<file path="src/rtl/pifo_pkg.sv">
// Types shared between the PIFO flow scheduler and its dequeue-side drain.
package pifo_pkg;

    localparam int VALUE_W = 32;
    localparam int RANK_W  = 32;

    typedef logic [VALUE_W-1:0] pifo_value_t;
    typedef logic [RANK_W-1:0]  pifo_rank_t;

endpackage

</file>
<file path="src/rtl/pifo_sync_fifo.sv">
// Small synchronous FIFO with a registered head word; full/empty come from count.
module pifo_sync_fifo
    import pifo_pkg::*;
#(
    parameter int  DEPTH = 4,
    parameter type T     = pifo_value_t,
    localparam int PTR_W = $clog2(DEPTH),
    localparam int CNT_W = PTR_W + 1
) (
    input  logic             clk,
    input  logic             rst_n,
    input  logic             wr_en,
    input  T                 wr_data,
    input  logic             rd_en,
    output T                 rd_data,
    output logic [CNT_W-1:0] count
);

    T                 mem_q [DEPTH];
    T                 mem_d [DEPTH];
    T                 head_q, head_d;
    logic [PTR_W-1:0] wr_ptr_q, wr_ptr_d;
    logic [PTR_W-1:0] rd_ptr_q, rd_ptr_d;
    logic [CNT_W-1:0] count_q, count_d;
    logic             full, empty;

    assign full    = (count_q == CNT_W'(DEPTH));
    assign empty   = (count_q == '0);
    assign rd_data = head_q;
    assign count   = count_q;

    always_comb begin
        mem_d    = mem_q;
        wr_ptr_d = wr_ptr_q;
        rd_ptr_d = rd_ptr_q;
        count_d  = count_q;
        if (wr_en) begin
            mem_d[wr_ptr_q] = wr_data;
            wr_ptr_d        = wr_ptr_q + 1'b1;
        end
        if (rd_en) begin
            rd_ptr_d = rd_ptr_q + 1'b1;
        end
        case ({wr_en, rd_en})
            2'b10:   count_d = count_q + 1'b1;
            2'b01:   count_d = count_q - 1'b1;
            default: count_d = count_q;
        endcase
        // Head is taken from the post-write image so a write into an emptying
        // buffer lands on the head register without a bypass mux downstream.
        head_d = mem_d[rd_ptr_d];
    end

    always_ff @(posedge clk) begin
        if (!rst_n) begin
            for (int i = 0; i < DEPTH; i++) begin
                mem_q[i] <= '0;
            end
            head_q   <= '0;
            wr_ptr_q <= '0;
            rd_ptr_q <= '0;
            count_q  <= '0;
        end else begin
            mem_q    <= mem_d;
            head_q   <= head_d;
            wr_ptr_q <= wr_ptr_d;
            rd_ptr_q <= rd_ptr_d;
            count_q  <= count_d;
        end
    end

    a_no_overflow: assert property (@(posedge clk) disable iff (!rst_n)
        !(wr_en && full && !rd_en)) else $error("pifo_sync_fifo overflow");

    a_no_underflow: assert property (@(posedge clk) disable iff (!rst_n)
        !(rd_en && empty)) else $error("pifo_sync_fifo underflow");

endmodule

</file>
<file path="src/rtl/pifo_drain.sv">
// Dequeue side of the PIFO scheduler: rate-limited pop issue, response capture
// into a small buffer, and a valid/ready egress stream with an accept counter.
module pifo_drain
    import pifo_pkg::*;
#(
    parameter int DEPTH   = 4,
    parameter int TOKEN_W = 16
) (
    input  logic               clk,
    input  logic               rst_n,
    input  logic               cfg_enable,
    input  logic [TOKEN_W-1:0] cfg_cost,
    input  logic [TOKEN_W-1:0] cfg_burst,
    output logic               sched_pop,
    input  logic               sched_pop_valid,
    input  pifo_value_t        sched_pop_value,
    input  logic               sched_is_empty,
    output logic               out_valid,
    input  logic               out_ready,
    output pifo_value_t        out_value,
    output logic [31:0]        drained_count
);

    localparam int CNT_W = $clog2(DEPTH) + 1;

    logic [CNT_W-1:0]   occupancy;
    logic [CNT_W:0]     committed;
    logic               wr_en, rd_en, credit_ok, token_ok;
    logic               inflight_q, inflight_d;
    logic               last_pop_q, last_pop_d;
    logic [TOKEN_W-1:0] tokens_q, tokens_d;
    logic [TOKEN_W:0]   tok_inc, tok_cap, tok_after;
    logic [31:0]        drained_count_q, drained_count_d;

    pifo_sync_fifo #(
        .DEPTH (DEPTH),
        .T     (pifo_value_t)
    ) u_buf (
        .clk     (clk),
        .rst_n   (rst_n),
        .wr_en   (wr_en),
        .wr_data (sched_pop_value),
        .rd_en   (rd_en),
        .rd_data (out_value),
        .count   (occupancy)
    );

    always_comb begin
        // A response with nothing outstanding (e.g. stale strobe after reset) is dropped.
        wr_en     = sched_pop_valid && inflight_q;
        out_valid = (occupancy != '0);
        rd_en     = out_valid && out_ready;

        committed = {1'b0, occupancy} + {{CNT_W{1'b0}}, inflight_q};
        credit_ok = (committed < (CNT_W+1)'(DEPTH));
        token_ok  = (cfg_cost == '0) || (tokens_q >= cfg_cost);
        // last_pop spaces pops by two cycles to cover the scheduler's is_empty lag.
        sched_pop = cfg_enable && !sched_is_empty && !last_pop_q && credit_ok && token_ok;

        last_pop_d = sched_pop;
        inflight_d = inflight_q;
        if (sched_pop) begin
            inflight_d = 1'b1;
        end else if (sched_pop_valid) begin
            inflight_d = 1'b0;
        end

        tok_inc   = {1'b0, tokens_q} + 1'b1;
        tok_cap   = (tok_inc > {1'b0, cfg_burst}) ? {1'b0, cfg_burst} : tok_inc;
        tok_after = tok_cap;
        if (sched_pop && (cfg_cost != '0)) begin
            tok_after = (tok_cap >= {1'b0, cfg_cost}) ? (tok_cap - {1'b0, cfg_cost}) : '0;
        end
        tokens_d = tok_after[TOKEN_W] ? '1 : tok_after[TOKEN_W-1:0];

        drained_count_d = drained_count_q + (rd_en ? 32'd1 : 32'd0);
    end

    always_ff @(posedge clk) begin
        if (!rst_n) begin
            inflight_q      <= 1'b0;
            last_pop_q      <= 1'b0;
            tokens_q        <= '0;
            drained_count_q <= '0;
        end else begin
            inflight_q      <= inflight_d;
            last_pop_q      <= last_pop_d;
            tokens_q        <= tokens_d;
            drained_count_q <= drained_count_d;
        end
    end

    assign drained_count = drained_count_q;

endmodule
</file>
<file path="config.mk">
export PLATFORM = sky130hd
export DESIGN_NAME = pifo_drain
export DESIGN_NICKNAME = d
export VERILOG_FILES = /design/src/rtl/pifo_pkg.sv /design/src/rtl/pifo_sync_fifo.sv /design/src/rtl/pifo_drain.sv
export SDC_FILE = /design/constraint.sdc
export NUM_CORES = 1
export LEC_CHECK = 0
export ABC_AREA = 1
export CORE_MARGIN = 2
export CORE_UTILIZATION = 50
export DETAILED_ROUTE_END_ITERATION = 10
export PLACE_DENSITY = 0.7
export REMOVE_ABC_BUFFERS = 1
export SETUP_SLACK_MARGIN = 0.02
export SLEW_MARGIN = 10
export SYNTH_ARGS = -nofsm -noshare
export SYNTH_HDL_FRONTEND = slang
export SYNTH_SLANG_ARGS = --single-unit
</file>
<file path="constraint.sdc">
create_clock -name clk -period 5.2 [get_ports clk]
set_input_delay 0.52 -clock clk [delete_from_list [all_inputs] [get_ports clk]]
set_output_delay 0.52 -clock clk [all_outputs]
set_load 0.03 [all_outputs]
</file>
Word-level counts from Yosys, hierarchy flattened --
Index checks and enable logic that the tools add are counted.
Word-level totals: output and inout port bits 66, register bits after elaboration 217, input port bits 70, logic and storage cells 63
Cells by class: bitwise logic cells 2, $add $sub $neg 8, $lt $le $gt $ge 7, reductions and logical operators 16, eq/ne operators 2, muxes and demuxes 16
Operators with widths (number):
- bitwise mux 128 bit | 1
- two-way mux 128 bit | 1
- two-way mux 32 bit | 3
- binary-select mux 32 bit (select 2 bit) | 1
- demux 32 bit (select 2 bit) | 1
- two-way mux 17 bit | 3
- adder 32 x 1 -> 32 bit | 1
- adder 16 x 1 -> 17 bit, second input constant | 1
- greater-or-equal comparator 17 x 16 -> 1 bit | 1
- > comparator 17 x 16 -> 1 bit | 1
- subtractor 17 x 16 -> 17 bit | 1
- greater-or-equal comparator 16 bit | 1
- logical NOT 16 bit | 1
- two-way mux 16 bit | 1
- nonzero test 16 bit | 1
- logical AND 1 bit | 8
- greater-or-equal comparator 3 bit, second input constant | 2
- inverter 2 -> 3 bit | 2
- case mux 3 bit (2 select lines) | 1
- adder 2 x 1 -> 2 bit, second input constant | 2
- adder 3 x 1 -> 4 bit | 1
- less-than comparator 4 x 3 -> 1 bit, second input constant | 1
- nonzero test 2 bit | 2
- adder 3 x 1 -> 3 bit, second input constant | 1
- 9 further kinds | 12

Depth between registers and ports, before layout --
Gate-level depths: netlist (run 1).
word-level depth 10, mapped depth 34, gate-level depth less buffers 34

Hierarchy --
From an unflattened synthesis (run 1), not the netlist that was laid out.
Unflattened totals: cells, all modules 1785, area, all modules 11855.1 um^2
By module, submodules not included:
- pifo_sync_fifo | cells an instance 1044, area an instance 7065.5 um^2, times used 1, sequential area each 3343.2 um^2
- pifo_drain | cells an instance 741, area an instance 4789.6 um^2, times used 1, sequential area each 1001.0 um^2

Worst setup path before layout (run 1) --
No wires, ideal clock.
kind register -> register, start point register tokens_q[0], end point register tokens_q[0], slack 1.100 ns, arrival time 3.990 ns, path buffers 1, data required time 5.090 ns, setup time 0.110 ns, cell stages (with the launch flop) 33, period minus slack after synthesis 4.100 ns, path through dfxtp_1 ha_1 nand2_1 nor2_2 nand2_1 nor2_1 nand3_1 xnor2_1 ha_1 nand2_1 nor2_2 nand2_1 nor3_1 nand2_2 nand2_4 nand2_4 buf_6 nand2_1 nand2_1 ha_1 a21oi_1 nand2_1 nand2_1 nand2_1 nand2_1 nand2_1 nand2_2 nand2_4 and2_1 nand2_2 nand3_1 nand2_1 inv_1
On the way: longest elaborated chain between the ends 7, elaborated cells on any way between the ends 12, classes of those cells add/sub: 2; order compare: 3; mux: 4; reduce/logical: 3
RTL lines:
- start, declared | RTL line pifo_drain.sv:31 | logic [TOKEN_W-1:0] tokens_q, tokens_d;
- start signal, assigned | RTL line pifo_drain.sv:88 | tokens_q <= tokens_d;
- adder 16 x 1 -> 17 bit | RTL line pifo_drain.sv:68 | tok_inc = {1'b0, tokens_q} + 1'b1;
- > comparator 17 x 16 -> 1 bit | RTL line pifo_drain.sv:69 | tok_cap = (tok_inc > {1'b0, cfg_burst}) ? {1'b0, cfg_burst} : tok_inc;
- two-way mux 17 bit | RTL line pifo_drain.sv:69
- subtractor 17 x 16 -> 17 bit or greater-or-equal comparator 17 x 16 -> 1 bit (tied branches) | RTL line pifo_drain.sv:72 | tok_after = (tok_cap >= {1'b0, cfg_cost}) ? (tok_cap - {1'b0, cfg_cost}) : '0;
- two-way mux 17 bit | RTL line pifo_drain.sv:72
- two-way mux 17 bit (*) | RTL line pifo_drain.sv:71 | if (sched_pop && (cfg_cost != '0)) begin
- two-way mux 16 bit (*) | RTL line pifo_drain.sv:74 | tokens_d = tok_after[TOKEN_W] ? '1 : tok_after[TOKEN_W-1:0];
Mark *: on every way between the ends. The rest lies on a longest branch, timed or not. A chain may end at the register's enable or synchronous reset.

Worst setup path in the final report (run 1) --
Same ends and word-level chain as after synthesis.

==> results.tsv, run 1 <==
stage	metric	value	unit
run_status	outcome	complete, no violations	
critical_path	worstPathArrival	5.15	ns
timing	finClkSkew	0.0144	ns
critical_path	path_delay_family	simple AND/OR/NAND/NOR gates	
routing	wl	27.9	mm
clock_network	cts_max_level	1	
power_and_ir_drop	swShare	23.6	%
grt	gr-usage-met3	4.74	%
yosys	synth-async-reset-ratio	0	%
power_and_ir_drop	seqPwrFrac	45.3	%
timing	worst_slew_margin_rel	42.7	%
critical_path	r2r_cells	29	
clock_network	cts_tree	built	
yosys	syn_area	0.0112	mm^2
yosys	synth_top_area_share	38.6	%
grt	grt_pass1_vias	9299	
critical_path	worstPathMaxFanout	17	
hold_path	hp-class	reg -> reg	
clock_network	cts-root-buf	clkbuf_16	
clock_network	insertion_delay	0.51	ns
timing	fin_crit	4.75	ns
yosys	yosysTopAreaCell	dfxtp_1	
placement	dp_hpwl	19.3	mm
cells_and_area	diodes	0	
grt	grt_overflow	0	
cells_and_area	final_cell_area	0.0136	mm^2
routing	via_per_inst	5.22	
power_and_ir_drop	p_clk_share	44.7	%
routing	ant_nets	0	
critical_path	r2r_slack	0.45	ns
cells_and_area	fin_cells	1894	
hold_path	hold_start	u_buf.mem_q[94]	
critical_path	r2r-end	tokens_q[0]	
critical_path	cp.depth	29	
power_and_ir_drop	power.density	274	mW/mm^2
grt	grt_pass1_wl	45.9	mm
floorplanning	core	0.0220	mm^2
grt	grt_max_degree	105	
grt	met2_usage	38.9	%
floorplanning	num_rows	54	
yosys	synth_flop_cell	dfxtp_1	
placement	placed_cell_area	0.0128	mm^2
timing	finalSetupViolations	0	
floorplanning	die_h	154	um
clock_network	clockBufferDepth	3	
critical_path	cp.required	5.60	ns
routing	wl_per_cell	14.7	um
timing	rsz0062_at_grt	false	
routing	drt_iter0_markers	487	
yosys	syn_avg_cell_area	7.57	um^2
clock_network	hold_buffers	0	
grt	antenna_found_initial	1	
hold_path	min_to	u_buf.mem_q[94]	
power_and_ir_drop	comb_power_share	9.9	%
timing	max_freq	211	MHz
clock_network	cts.sinks	217	
critical_path	start_kind	register	
routing	dr.pass1.iters	5	
power_and_ir_drop	p_leak	6.94	nW
yosys	yosysSeqAreaShare	38.6	%
placement	placedCellCount	1855	
critical_path	path_class	reg -> reg	
critical_path	cpPeakStageDelay	0.40	ns
routing	drc	0	
hold_path	hold_depth	2	
placement	port-buffer-count	135	
routing	via_count	9880	
yosys	synth_edf_count	0	
critical_path	critPathBufInv	2	
grt	grtUsageMet1	30.2	%
yosys	synth.area.top_cells	dfxtp_1, nand2_1, mux2i_1, nor2_1, ha_1	
yosys	netlist_instances	1486	
power_and_ir_drop	power.switching	0.875	mW
timing	worst_slew_pin_slew	0.858	ns
cells_and_area	drive_gt1_share	5.95	%
grt	gr-usage-all-layers	23.1	%
floorplanning	die_w	154	um
clock_network	clkTransAtPathRegs	0.06	ns
yosys	synth_cell_types	46	
yosys	ys_seq_elements	217	
floorplanning	ios	136	
critical_path	cp_common_cell	nand2_1	
timing	hold_viol	0	
yosys	yosysWarningCount	0	
floorplanning	die-area	0.0237	mm^2
cells_and_area	area_growth	20.5	%
flow_run	cap_violations	0	
cells_and_area	fin_nets	1728	
critical_path	reg2reg_from	tokens_q[0]	
placement	gp_congestion	0.911	
critical_path	end_kind	register	
grt	busiest_layer	met2	
timing	finalMaxSlewViolations	0	
power_and_ir_drop	ir_drop	0.243	mV
clock_network	cts_buffers	23	
timing	period_share	91.3	%
timing	final.setup.tns	0	ns
power_and_ir_drop	intPower	2.84	mW
floorplanning	start_util	51.2	%
critical_path	slowest_stage	dfxtp_1	
[through the flow]
stage               setup slack [ns]  utilization (%)  hold slack (ns)  power, mW
floorplan                       1.09                -            0.446       1.94
global placement               0.543             58.2            0.458       2.08
detailed placement             0.446             58.2            0.466       2.09
CTS                            0.436             61.7            0.482       3.74
global route                 0.00249             61.7            0.507       3.86
finish                         0.455             61.7            0.479       3.71
[state kept, by name (all words and copies together), names as in the netlist]
name	cells
u_buf.mem_q	128
drained_count	32
u_buf.rd_data	32
tokens_q	16
u_buf.count	3
u_buf.rd_ptr_q	2
u_buf.wr_ptr_q	2
inflight_q	1
last_pop_q	1
[cells in the mapped netlist, types with 9 or more instances]
master	instances
dfxtp_1	217
a21oi_1	90
xor2_1	18
buf_2	23
clkbuf_1	29
ha_1	56
o21ai_0	18
nand2_2	9
nor2_1	197
inv_1	109
nand4_1	13
mux2i_1	124
nor3_1	19
nand3_1	123
nand2_1	353
inv_2	9
[cells in the final DEF (no fill, tap or decap), types with 6 or more instances in the layout]
cell | synthesis | layout
nor2_2 | 5 | 6
nand3_1 | 123 | 123
xor2_1 | 18 | 18
nor4_1 | 6 | 6
nand4_1 | 13 | 13
clkbuf_16 | 0 | 23
a21oi_1 | 90 | 90
inv_1 | 109 | 109
buf_4 | 3 | 12
nand2_2 | 9 | 14
a31oi_1 | 6 | 6
o21ai_0 | 18 | 18
nor3_1 | 19 | 19
clkdlybuf4s50_1 | 0 | 135
nand2_1 | 353 | 348
clkbuf_1 | 29 | 6
dfxtp_1 | 217 | 217
inv_2 | 9 | 8
nor2_1 | 197 | 195
xnor2_1 | 8 | 8
ha_1 | 56 | 56
mux2i_1 | 124 | 124
[how the worst max path moves through the flow]
stage                            from            to  slack (ns)
after floorplan           tokens_q[0]  tokens_q[11]        1.09
after global placement    tokens_q[0]   tokens_q[0]        0.54
after detailed placement  tokens_q[0]   tokens_q[0]        0.45
after CTS                 tokens_q[0]   tokens_q[0]        0.44
after global routing      tokens_q[0]   tokens_q[0]       0.002
final                     tokens_q[0]   tokens_q[0]        0.45
[worst reg2reg max path, delay by kind of cell, from the launching register on]
family                   cells  cell delay [ns]
AO/OA/AOI/OAI                1             0.30
flip-flops                   1             0.40
AND/OR/NAND/NOR             22             2.79
XOR/XNOR                     1             0.15
adder cells (fa/ha/maj)      3             0.81
buffers and inverters        2             0.20
[layout make-up]
class	count	area (um^2)
fillers	1999	8400
multi-input cells	1093	6210
flip-flops and latches	217	4340
repair buffers	147	1440
clock buffers	33	653
inverters	118	448
well taps	280	350
clock inverters	6	109
[repair_timing]
action	in CTS	in global routing
endpoints found under the hold margin	0	0
endpoints found under the setup margin	0	8
setup buffers	0	0
resized for setup	0	3
[power by group through the flow]
stage	logic, mW	registers, mW	clock network, mW
floorplan	0.219	1.72	0
global placement	0.365	1.72	0
detailed placement	0.366	1.72	0
CTS	0.368	1.68	1.69
global route	0.416	1.68	1.76
finish	0.369	1.68	1.66
[logic make-up (layout without fill, tap and decap cells)]
kind of cell / Yosys count / count (layout) / share of synthesized area [%]
and+or+nand+nor: 758 / 758 / 29.3
DFF: 217 / 217 / 38.6
buffers and inverters: 176 / 304 / 6.36
AOI/OAI and AO/OA: 126 / 126 / 5.90
muxes: 124 / 124 / 11.0
adders and majority gates: 58 / 58 / 6.59
xor gates and xnor gates: 27 / 27 / 2.17
[routing by layer]
layer | part of all wire, % | up-vias
li1 | - | 5055
met1 | 46 | 4527
met2 | 45 | 253
met3 | 6.3 | 43
met4 | 2.0 | 2
met5 | 0.039 | -
No activity file was read; power rests on OpenSTA's default activity.
==> run 2: changes to the inputs <==
--- a/config.mk
+++ b/config.mk
@@ -9,6 +9,7 @@
 export CORE_MARGIN = 2
 export CORE_UTILIZATION = 50
 export DETAILED_ROUTE_END_ITERATION = 10
+export HOLD_SLACK_MARGIN = 0.12
 export PLACE_DENSITY = 0.7
 export REMOVE_ABC_BUFFERS = 1
 export SETUP_SLACK_MARGIN = 0.02
==> results of run 2 <==
Same layout as run 1: the final DEF is identical, and so are final timing and power.
